### src/rtl/main.sv
// ---------------------------------------------------------------------------
// main -- iterative 32-bit ARX block-encryption core (4 rounds, 1 round/clk)
//
// Encrypts the plaintext word {IN_1,IN_2,IN_3,IN_4} with a fixed 4-round
// add-rotate-xor cipher and presents the ciphertext on OUT_1..OUT_4.
//
// Round r on (a,b,c,d):
//   f          = rotl3((a + K[r]) mod 256) ^ b
//   next state = (b, c, d, f)
// with K = {8'h1F, 8'hA7, 8'h3B, 8'hC4}.
//
// Ports
//   CLK        in   1  system clock, rising-edge
//   RST        in   1  synchronous active-high reset (priority over EN)
//   EN         in   1  start request, level-sampled
//   IN_1..4    in   8  plaintext bytes A (MSB) .. D (LSB), sampled on load
//   OUT_1..4   out  8  registered ciphertext bytes A .. D
//   state_dbg  out  2  current FSM state (0=IDLE, 1=ROUND, 2=DONE)
//
// Handshake: EN is a level start request. It is accepted only in IDLE; the
// edge that sees EN=1 in IDLE is the load edge. EN is ignored in ROUND. In
// DONE the core waits for an edge with EN=0 before returning to IDLE, so a
// permanently-high EN yields exactly one encryption. OUT_x change only on the
// final round edge (or reset) and hold the last ciphertext otherwise.
// ---------------------------------------------------------------------------
module main (
  input  logic       CLK,
  input  logic       RST,
  input  logic       EN,
  input  logic [7:0] IN_1,
  input  logic [7:0] IN_2,
  input  logic [7:0] IN_3,
  input  logic [7:0] IN_4,
  output logic [7:0] OUT_1,
  output logic [7:0] OUT_2,
  output logic [7:0] OUT_3,
  output logic [7:0] OUT_4,
  output logic [1:0] state_dbg
);

  typedef enum logic [1:0] {
    IDLE  = 2'd0,
    ROUND = 2'd1,
    DONE  = 2'd2
  } state_t;

  state_t     state, state_n;
  logic [1:0] r, r_n;
  logic [7:0] a, b, c, d;
  logic [7:0] a_n, b_n, c_n, d_n;
  logic [7:0] out_1_n, out_2_n, out_3_n, out_4_n;

  logic [7:0] round_key;
  logic [7:0] sum;
  logic [7:0] f;

  // Round-key lookup indexed by the round counter.
  always_comb begin
    round_key = 8'h1F;
    case (r)
      2'd0: round_key = 8'h1F;
      2'd1: round_key = 8'hA7;
      2'd2: round_key = 8'h3B;
      2'd3: round_key = 8'hC4;
      default: round_key = 8'h1F;
    endcase
  end

  // 8-bit add wraps naturally; rotate-left-by-3 is pure wiring.
  assign sum = a + round_key;
  assign f   = {sum[4:0], sum[7:5]} ^ b;

  // Next-state and datapath control.
  always_comb begin
    state_n = state;
    r_n     = r;
    a_n     = a;
    b_n     = b;
    c_n     = c;
    d_n     = d;
    out_1_n = OUT_1;
    out_2_n = OUT_2;
    out_3_n = OUT_3;
    out_4_n = OUT_4;

    case (state)
      IDLE: begin
        if (EN) begin
          a_n     = IN_1;
          b_n     = IN_2;
          c_n     = IN_3;
          d_n     = IN_4;
          r_n     = 2'd0;
          state_n = ROUND;
        end
      end
      ROUND: begin
        a_n = b;
        b_n = c;
        c_n = d;
        d_n = f;
        r_n = r + 2'd1;
        if (r == 2'd3) begin
          // Last round: publish ciphertext in the same edge it is formed.
          out_1_n = b;
          out_2_n = c;
          out_3_n = d;
          out_4_n = f;
          state_n = DONE;
        end
      end
      DONE: begin
        if (!EN) begin
          state_n = IDLE;
        end
      end
      default: begin
        state_n = IDLE;
      end
    endcase
  end

  always_ff @(posedge CLK) begin
    if (RST) begin
      state <= IDLE;
      r     <= 2'd0;
      a     <= 8'h00;
      b     <= 8'h00;
      c     <= 8'h00;
      d     <= 8'h00;
      OUT_1 <= 8'h00;
      OUT_2 <= 8'h00;
      OUT_3 <= 8'h00;
      OUT_4 <= 8'h00;
    end else begin
      state <= state_n;
      r     <= r_n;
      a     <= a_n;
      b     <= b_n;
      c     <= c_n;
      d     <= d_n;
      OUT_1 <= out_1_n;
      OUT_2 <= out_2_n;
      OUT_3 <= out_3_n;
      OUT_4 <= out_4_n;
    end
  end

  assign state_dbg = state;

endmodule

### config.mk
export PLATFORM = sky130hd
export DESIGN_NAME = main
export DESIGN_NICKNAME = d
export VERILOG_FILES = /design/src/rtl/main.sv
export SDC_FILE = /design/constraint.sdc
export NUM_CORES = 1
export LEC_CHECK = 0
export BUFFER_PORTS_ARGS = -buffer_cell sky130_fd_sc_hd__buf_2
export CAP_MARGIN = 20
export CORE_MARGIN = 2
export CORE_UTILIZATION = 58
export DETAILED_ROUTE_END_ITERATION = 16
export PLACE_DENSITY = 0.84
export SYNTH_ARGS = -nofsm -noshare
export SYNTH_HDL_FRONTEND = slang
export SYNTH_SLANG_ARGS = --single-unit
### constraint.sdc
create_clock -name CLK -period 3.5 [get_ports CLK]
set_clock_uncertainty 0.05 [all_clocks]
set_input_delay 0 -clock CLK [delete_from_list [all_inputs] [get_ports CLK]]
set_output_delay 0 -clock CLK [all_outputs]
set_load 0.05 [all_outputs]
==> flow_metrics.env, run 1 <==
export IMPL_grt_pass1_vias=2786
export IMPL_fin_nets=496
export IMPL_final_cells=522
export IMPL_whs_path_depth=3
export IMPL_rows=27
export IMPL_synthCells=361
export IMPL_r2r_cells=9
export IMPL_p_sw_mw=0.5083
export IMPL_critPathArrivalTime_ns=2.87
export IMPL_initial_utilization_pct=59.47
export IMPL_cp_slowest_stage_delay_ns=0.43
export IMPL_hold_viol=0
export IMPL_r2r_start="r[0]$_SDFFE_PP0P_"
export IMPL_htree_levels=3
export IMPL_die_x_um=78.68
export IMPL_clkPwrFrac_pct=36.1
export IMPL_grt_max_degree=49
export IMPL_drc=0
export IMPL_maxCapViolations=0
export IMPL_hold_class="input pin to flip-flop"
export IMPL_status="finished clean"
export IMPL_cp_slowest_cell="dfxtp_1"
export IMPL_drt_iter0_drc=228
export IMPL_place_gp_congestion=1.001
export IMPL_vias=2960
export IMPL_rsz0062_at_grt="false"
export IMPL_cts_resized=0
export IMPL_p_comb_share_pct=17.0
export IMPL_fmax_mhz=374.4
export IMPL_synth_seq_cells=68
export IMPL_min_from="IN_4[6]"
export IMPL_ys_seq_area_share_pct=42.09
export IMPL_clock_latency_ns=0.35
export IMPL_io_pins=69
export IMPL_fin_tns_setup_ns=0
export IMPL_clkTransAtPathRegs_ns=0.07
export IMPL_core_area_um2=5439
export IMPL_synthToLayoutAreaGrowth_pct=24.80
export IMPL_worstReg2RegEnd="d[2]$_SDFFE_PP0P_"
export IMPL_async_flop_share_pct=0
export IMPL_intPower_mw=1.317
export IMPL_die_h_um=78.68
export IMPL_path_class="flip-flop to flip-flop"
export IMPL_viasPerCell=5.670
export IMPL_die_area_um2=6190
export IMPL_synth_cell_types=40
export IMPL_critPathTopFamily="simple AND/OR/NAND/NOR gates"
export IMPL_cts_setup_buffers=0
export IMPL_wl_per_cell_um=15.87
export IMPL_synth_edff_count=0
export IMPL_slew_viol_final=0
export IMPL_clock_sinks=68
export IMPL_ir_drop_v=0.0004298
export IMPL_synth_main_ff_cell="dfxtp_1"
export IMPL_synth_fp_nets=411
export IMPL_cts_max_path_buffers=2
export IMPL_tightest_slew_ns=0.8581
export IMPL_hold_path_end="d[6]$_SDFFE_PP0P_"
export IMPL_syn_avg_cell_area_um2=8.959
export IMPL_crit_fanout=6
export IMPL_crit_top_cell="ha_1"
export IMPL_drt_pass1_iterations=5
export IMPL_detail_route_antenna_nets=0
export IMPL_critPathCaptureType="flip-flop"
export IMPL_p_leak_nw=1.753
export IMPL_path_buf_inv=1
export IMPL_hpwl_um=5330
export IMPL_grt_use_total_pct=27.49
export IMPL_cts_tree="built"
export IMPL_dpl_cell_count=479
export IMPL_setup_viol=0
export IMPL_yosys_warnings=0
export IMPL_port_buffers=68
export IMPL_cts_root_buf="clkbuf_8"
export IMPL_period_minus_slack_ns=2.671
export IMPL_grt_pass1_wl_um=13070
export IMPL_maxSlewHeadroom_pct=42.80
export IMPL_antenna_found_initial=0
export IMPL_fin_crit_sh_pct=76.31
export IMPL_crit_required_ns=3.70
export IMPL_grt_overflow_total=0
export IMPL_power_frac_seq_pct=46.9
export IMPL_sw_frac_of_total_pct=27.85
export IMPL_reg2reg_slack_ns=0.83
export IMPL_cts_made_buffers=9
export IMPL_fin_util_pct=74.21
export IMPL_crit_chain="inv_1 -> ha_1 -> or2_2 -> ha_1 -> nand4_1 -> a21oi_1 -> and3b_1 -> and3_4 -> a2111oi_4"
export IMPL_powerDensity_nw_per_um2=452.2
export IMPL_cts_hold_buffers_added=27
export IMPL_insertedDiodeCount=0
export IMPL_final_cell_mix="dfxtp_1, buf_2, nand2_1"
export IMPL_routed_wirelength_um=8283
export IMPL_syn_area_um2=3234
export IMPL_drive_gt1_share_pct=21.33
export IMPL_setup_worst_path_start_class="flip-flop"
-- Yosys cell counts, drive strengths merged, types with 9 or more instances --
cell type  instances  area, um^2
ha                14       175.2
xnor2              9       78.83
a211oi            35       262.8
a21oi             33       165.2
nand2             52       195.2
nor3              10       50.05
dfxtp             68        1361
clkbuf             9       33.78
nor2              44       181.4
nor2b             10       72.57
mux2i             26       260.3
buf               16       122.6
-- per-stage QoR --
step                      cell area, um^2  total power, mW  setup slack (ns)  hold WS [ns]
after global placement               3538            1.134             1.096        0.2488
after detailed placement             3538            1.143            0.9313        0.2665
after global routing                 4036            1.891            0.6769       0.04714
after floorplan                      3234            1.072             1.166        0.1170
final                                4036            1.825            0.8292       0.01813
after CTS                            4009            1.811            0.9179      0.009620
-- per-layer routing --
| metal | GRT usage, % | routed length (um) | up-vias |
|---|---|---|---|
| met3 | 7.816 | 668 | 40 |
| met5 | 0 | 0 | - |
| met1 | 34.38 | 3462 | 1370 |
| li1 | - | - | 1418 |
| met4 | 11.23 | 316 | 0 |
| met2 | 44.53 | 3836 | 132 |
-- worst min-delay path: stages --
cell,delay [ns]
buf_2,0.09
a211oi_1,0.07
a211oi_1,0.20
-- power by group through the flow --
stage          clock network (mW)  registers [mW]  logic [mW]
5_1_grt                     0.695           0.860       0.336
4_1_cts                     0.661           0.853       0.296
3_3_place_gp                    0           0.871       0.264
2_1_floorplan                   0           0.860       0.212
6_report                    0.659           0.856       0.311
3_5_place_dp                    0           0.871       0.272
-- layout make-up --
type | instances | area, um^2
clock buffers | 11 | 151.4
multi-input cells | 261 | 1698
repair buffers | 99 | 660.6
inverters | 7 | 26.28
flip-flops and latches | 68 | 1361
fillers | 393 | 1403
well taps | 72 | 90.09
clock inverters | 4 | 48.80
-- logic make-up (layout without fill, tap and decap cells) --
family / count (synthesis) / in the layout / share of synthesized area [%]
mux: 26 / 26 / 8.046
simple gates: 127 / 127 / 17.80
fa+ha+maj: 15 / 15 / 6.035
xor+xnor: 14 / 14 / 4.023
flops: 68 / 68 / 42.09
buf+inv: 32 / 121 / 5.648
compound gates: 79 / 79 / 16.36
-- how the worst max path moves through the flow --
stage                      start  slack (ns)                end  cells past startpoint
3_5_place_dp   r[0]$_SDFFE_PP0P_        0.93  d[2]$_SDFFE_PP0P_                      9
3_3_place_gp   r[0]$_SDFFE_PP0P_        1.10  d[2]$_SDFFE_PP0P_                      9
6_report       r[0]$_SDFFE_PP0P_        0.83  d[2]$_SDFFE_PP0P_                      9
5_1_grt        r[0]$_SDFFE_PP0P_        0.68  d[2]$_SDFFE_PP0P_                      9
4_1_cts        r[0]$_SDFFE_PP0P_        0.92  d[2]$_SDFFE_PP0P_                      9
2_1_floorplan  r[0]$_SDFFE_PP0P_        1.17  d[2]$_SDFFE_PP0P_                      9
-- flip-flops by register name, summed over array words and instances, names as in the netlist, 8 cells and up --
register and cells:
OUT_1 8, OUT_2 8, OUT_3 8, OUT_4 8
a 8, b 8, c 8, d 8
No activity file was read; power rests on OpenSTA's default activity.
==> run 2: changes to the inputs <==
--- a/config.mk
+++ b/config.mk
@@ -8,9 +8,9 @@
 export BUFFER_PORTS_ARGS = -buffer_cell sky130_fd_sc_hd__buf_2
 export CAP_MARGIN = 20
 export CORE_MARGIN = 2
-export CORE_UTILIZATION = 58
+export CORE_UTILIZATION = 49
 export DETAILED_ROUTE_END_ITERATION = 16
-export PLACE_DENSITY = 0.84
+export PLACE_DENSITY = 0.76
 export SYNTH_ARGS = -nofsm -noshare
 export SYNTH_HDL_FRONTEND = slang
 export SYNTH_SLANG_ARGS = --single-unit
==> constraint.sdc (replaced) <==
create_clock -name CLK -period 2.4 [get_ports CLK]
set_clock_uncertainty 0.05 [all_clocks]
set_input_delay 0 -clock CLK [delete_from_list [all_inputs] [get_ports CLK]]
set_output_delay 0 -clock CLK [all_outputs]
set_load 0.05 [all_outputs]
==> flow_metrics.env, run 2 (same netlist as run 1, synthesis figures left out) <==
export IMPL_final_cells=536
export IMPL_powerDensity_nw_per_um2=704.2
export IMPL_cp_slowest_cell="dfxtp_2"
export IMPL_cts_made_buffers=9
export IMPL_setup_viol=0
export IMPL_die_area_um2=7267
export IMPL_num_fill_cells=520
export IMPL_clock_latency_ns=0.35
export IMPL_final_common_cell="buf_2"
export IMPL_detail_route_antenna_nets=0
export IMPL_grt_overflow_total=0
export IMPL_grt_max_degree=39
export IMPL_crit_required_ns=2.60
export IMPL_power_mw=2.946
export IMPL_reg2reg_slack_ns=0.11
export IMPL_fin_nets=505
export IMPL_grt_use_total_pct=23.38
export IMPL_crit_top_cell="ha_1"
export IMPL_maxCapViolations=0
export IMPL_routed_wirelength_um=8194
export IMPL_htree_levels=3
export IMPL_cts_tree="built"
export IMPL_die_h_um=85.25
export IMPL_initial_utilization_pct=50.94
export IMPL_ir_drop_v=0.0003978
export IMPL_antenna_found_initial=0
export IMPL_fmax_mhz=437.6
export IMPL_cp_slowest_stage_delay_ns=0.35
export IMPL_holdWs_ns=0.03353
export IMPL_drt_iter0_drc=136
export IMPL_crit_chain="inv_1 -> ha_1 -> or2_4 -> ha_1 -> a21o_1 -> nand3_1 -> and3b_2 -> and3_4 -> a2111oi_4"
export IMPL_io_pins=69
export IMPL_final_cell_mix="buf_2, dfxtp_1, nand2_1"
export IMPL_cts_root_buf="clkbuf_8"
export IMPL_p_leak_nw=1.809
export IMPL_drc=0
export IMPL_grt_pass1_wl_um=13330
export IMPL_grt_pass1_vias=2741
export IMPL_insertedDiodeCount=0
export IMPL_crit_fanout=4
export IMPL_period_minus_slack_ns=2.285
export IMPL_clkTransAtPathRegs_ns=0.08
export IMPL_hold_viol=0
export IMPL_die_x_um=85.25
export IMPL_fin_crit_sh_pct=95.21
export IMPL_wl_per_cell_um=15.29
export IMPL_rows=29
export IMPL_maxSlewHeadroom_pct=53.04
export IMPL_place_gp_congestion=0.8665
export IMPL_drt_pass1_iterations=4
export IMPL_vias=2853
export IMPL_path_class="flip-flop to flip-flop"
export IMPL_clock_sinks=68
export IMPL_dpl_cell_count=492
export IMPL_viasPerCell=5.323
export IMPL_critPathCaptureType="flip-flop"
export IMPL_hold_class="input pin to flip-flop"
export IMPL_setup_worst_path_start_class="flip-flop"
export IMPL_hpwl_um=5719
export IMPL_synthToLayoutAreaGrowth_pct=29.32
export IMPL_core_area_um2=6350
export IMPL_status="finished clean"
export IMPL_fin_tns_setup_ns=0
export IMPL_cts_max_path_buffers=2
export IMPL_critPathArrivalTime_ns=2.48
export IMPL_port_buffers=68
export IMPL_rsz0062_at_grt="false"
export IMPL_drive_gt1_share_pct=23.75
export IMPL_slew_viol_final=0
export IMPL_tightest_slew_ns=0.7044
[run 2: cell count changes in the layout (fill, tap and decap cells not counted), sizes merged]
cell,previous run,this run
clkinv,3,2
bufinv,1,4
buf,72,79
dlygate4sd3,27,29
clkbuf,11,9
[run 2: metrics by stage]
step	setup WS (ns)	utilization, %	area (um^2)
6_report	0.1149	65.87	4183
5_1_grt	0.006248	65.87	4183
4_1_cts	0.02168	65.32	4148
3_5_place_dp	0.01579	56.77	3605
3_3_place_gp	0.06283	56.77	3605
2_1_floorplan	0.06615	-	3234
[run 2: worst paths after layout]
path / startpoint / to / depth (start not counted)
worst max-delay path: r[0]$_SDFFE_PP0P_ / d[2]$_SDFFE_PP0P_ / 9
worst max register to register: r[0]$_SDFFE_PP0P_ / d[2]$_SDFFE_PP0P_ / 9
worst min-delay path: IN_4[1] / d[1]$_SDFFE_PP0P_ / 3
worst min register to register: OUT_2[7]$_SDFFE_PP0P_ / OUT_2[7]$_SDFFE_PP0P_ / 2
[run 2: report_power, final]
group / switching (mW) / internal [mW] / leakage [nW] / total (mW)
sequential: 0.0631 / 1.18 / 0.557 / 1.25
combinational: 0.237 / 0.224 / 1.12 / 0.460
clock: 0.445 / 0.793 / 0.129 / 1.24
[run 2: final cells by class]
type	count	area, um^2	share of cell area [%]
multi-input combinational	261	1719	41.10
sequential	68	1366	32.67
timing repair buffer	108	713.2	17.05
clock inverter	6	137.6	3.290
clock buffer	9	123.9	2.961
tap	77	96.34	2.303
inverter	7	26.28	0.6282
[run 2: what timing repair did]
item | in CTS | in global routing
hold buffers | 28 | 1
buffers inserted | 0 | 0
pin swaps | 0 | 2
gates resized for setup | 1 | 7
hold endpoints to repair | 29 | 1
setup endpoints to repair | 2 | 6
[run 2: critical path: cells and delay by family, from the launching register on]
family | cells | cell delay (ns)
simple gates | 4 | 0.75
fa+ha+maj | 2 | 0.51
compound gates | 2 | 0.44
flops | 1 | 0.35
buf+inv | 1 | 0.08
[run 2: metal layers]
layer / vias to the layer above / share of wire (%) / GRT usage, %
met3: 15 / 4.7 / 3.988
met4: 0 / 1.8 / 9.524
met1: 1326 / 46 / 30.92
met5: - / 0 / 0
met2: 74 / 47 / 37.93
li1: 1438 / - / -
==> run 3: changes to the inputs <==
--- a/config.mk
+++ b/config.mk
@@ -10,6 +10,7 @@
 export CORE_MARGIN = 2
 export CORE_UTILIZATION = 49
 export DETAILED_ROUTE_END_ITERATION = 16
+export MAX_ROUTING_LAYER = met4
 export PLACE_DENSITY = 0.76
 export SYNTH_ARGS = -nofsm -noshare
 export SYNTH_HDL_FRONTEND = slang
==> flow_metrics.env, run 3 (same netlist as run 1, synthesis figures left out) <==
export IMPL_cts_root_buf="clkbuf_8"
export IMPL_clkTransAtPathRegs_ns=0.08
export IMPL_drt_iter0_drc=172
export IMPL_wl_per_cell_um=15.18
export IMPL_hold_viol=0
export IMPL_drc=0
export IMPL_initial_utilization_pct=50.94
export IMPL_tightest_slew_ns=0.7084
export IMPL_clock_latency_ns=0.34
export IMPL_die_area_um2=7267
export IMPL_htree_levels=3
export IMPL_cts_tree="built"
export IMPL_setup_viol=0
export IMPL_maxSlewHeadroom_pct=52.77
export IMPL_gr_usage_met3_pct=4.280
export IMPL_grt_overflow_total=0
export IMPL_use_met1_pct=31.72
export IMPL_drive_gt1_share_pct=23.91
export IMPL_port_buffers=68
export IMPL_slew_viol_final=0
export IMPL_core_area_um2=6350
export IMPL_clock_sinks=68
export IMPL_cp_slowest_cell="dfxtp_1"
export IMPL_synthToLayoutAreaGrowth_pct=28.86
export IMPL_status="finished clean"
export IMPL_path_class="flip-flop to flip-flop"
export IMPL_power_mw=2.860
export IMPL_grt_max_degree=39
export IMPL_powerDensity_nw_per_um2=686.2
export IMPL_met2_usage_pct=36.93
export IMPL_detail_route_antenna_nets=0
export IMPL_fin_nets=505
export IMPL_insertedDiodeCount=0
export IMPL_hpwl_um=5689
export IMPL_critPathArrivalTime_ns=2.47
export IMPL_drt_pass1_iterations=4
export IMPL_critPathTopFamily="adder cells"
export IMPL_setup_worst_path_start_class="flip-flop"
export IMPL_viasPerCell=5.294
export IMPL_path_buf_inv=3
export IMPL_maxCapViolations=0
export IMPL_vias=2843
export IMPL_period_minus_slack_ns=2.278
export IMPL_cp_slowest_stage_delay_ns=0.34
export IMPL_grt_use_total_pct=24.33
export IMPL_crit_top_cell="inv_1"
export IMPL_rows=29
export IMPL_cts_max_path_buffers=2
export IMPL_grt_pass1_wl_um=13480
export IMPL_crit_fanout=5
export IMPL_io_pins=69
export IMPL_p_leak_nw=1.798
export IMPL_critPathCaptureType="flip-flop"
export IMPL_cts_setup_buffers=0
export IMPL_rsz0062_at_grt="true"
export IMPL_grt_pass1_vias=2740
export IMPL_hold_class="input pin to flip-flop"
export IMPL_fmax_mhz=438.9
export IMPL_die_x_um=85.25
export IMPL_fin_crit_sh_pct=94.94
export IMPL_routed_wirelength_um=8152
export IMPL_place_gp_congestion=0.8500
export IMPL_cts_made_buffers=9
export IMPL_crit_chain="buf_4 -> ha_2 -> inv_1 -> ha_1 -> inv_1 -> fa_1 -> nor2b_1 -> o21ai_2 -> a21oi_2 -> or3_1 -> a311oi_1"
export IMPL_final_common_cell="buf_2"
export IMPL_antenna_found_initial=0
export IMPL_die_h_um=85.25
export IMPL_dpl_cell_count=493
export IMPL_crit_required_ns=2.60
export IMPL_final_cells=537
export IMPL_grt_busiest_layer="met2"
export IMPL_ir_drop_v=0.0004177
export IMPL_final_cell_mix="buf_2, dfxtp_1, nand2_1"
-- run 3: worst paths after layout --
path	from	endpoint	slack, ns	cells after the start
hold / removal	IN_4[0]	d[0]$_SDFFE_PP0P_	0.02	3
hold reg to reg	OUT_1[2]$_SDFFE_PP0P_	OUT_1[2]$_SDFFE_PP0P_	0.40	2
setup reg to reg	r[0]$_SDFFE_PP0P_	OUT_4[1]$_SDFFE_PP0P_	0.12	11
setup / recovery	r[0]$_SDFFE_PP0P_	OUT_4[1]$_SDFFE_PP0P_	0.12	11
-- run 3: report_power, final --
part	leakage (nW)	switching, mW	internal [mW]
registers	0.557	0.0625	1.18
clock network	0.117	0.453	0.693
logic	1.12	0.240	0.226
total	1.80	0.756	2.10
-- run 3: area by class of cell --
type	count	area, um^2
clock buffers	10	127.6
clock inverters	6	111.4
fillers	530	2182
inverters	7	26.28
multi-input cells	261	1733
flip-flops and latches	68	1363
well taps	77	96.34
repair buffers	108	710.7
-- run 3: what timing repair did --
item | in CTS | in global routing
endpoints found under the hold margin | 29 | 0
setup endpoints to repair | 0 | 6
gates resized for setup | 0 | 8
hold buffers | 28 | 0
-- run 3: per-stage QoR --
stage                     cell area [um^2]  setup WS, ns   TNS, ns  hold slack (ns)  utilization, %
after global routing                  4168      -0.02952  -0.05887          0.03721           65.64
after CTS                             4131      0.005030         0          0.01427           65.06
final                                 4168        0.1216         0          0.01685           65.64
after detailed placement              3612       0.03563         0           0.2611           56.89
after global placement                3612       0.05991         0           0.2654           56.89
after floorplan                       3234       0.06615         0           0.1170               -
-- run 3: per-layer routing --
| metal | vias up | wire, um |
|---|---|---|
| li1 | 1434 | - |
| met5 | - | 0 |
| met4 | 0 | 185 |
| met1 | 1332 | 3812 |
| met2 | 62 | 3802 |
| met3 | 15 | 352 |
-- run 3: worst register-to-register path: stages (launching register included) --
cell      delay, ns
dfxtp_1        0.34
buf_4          0.14
ha_2           0.22
inv_1          0.07
ha_1           0.19
inv_1          0.07
fa_1           0.20
nor2b_1        0.06
o21ai_2        0.16
a21oi_2        0.08
or3_1          0.33
a311oi_1       0.28
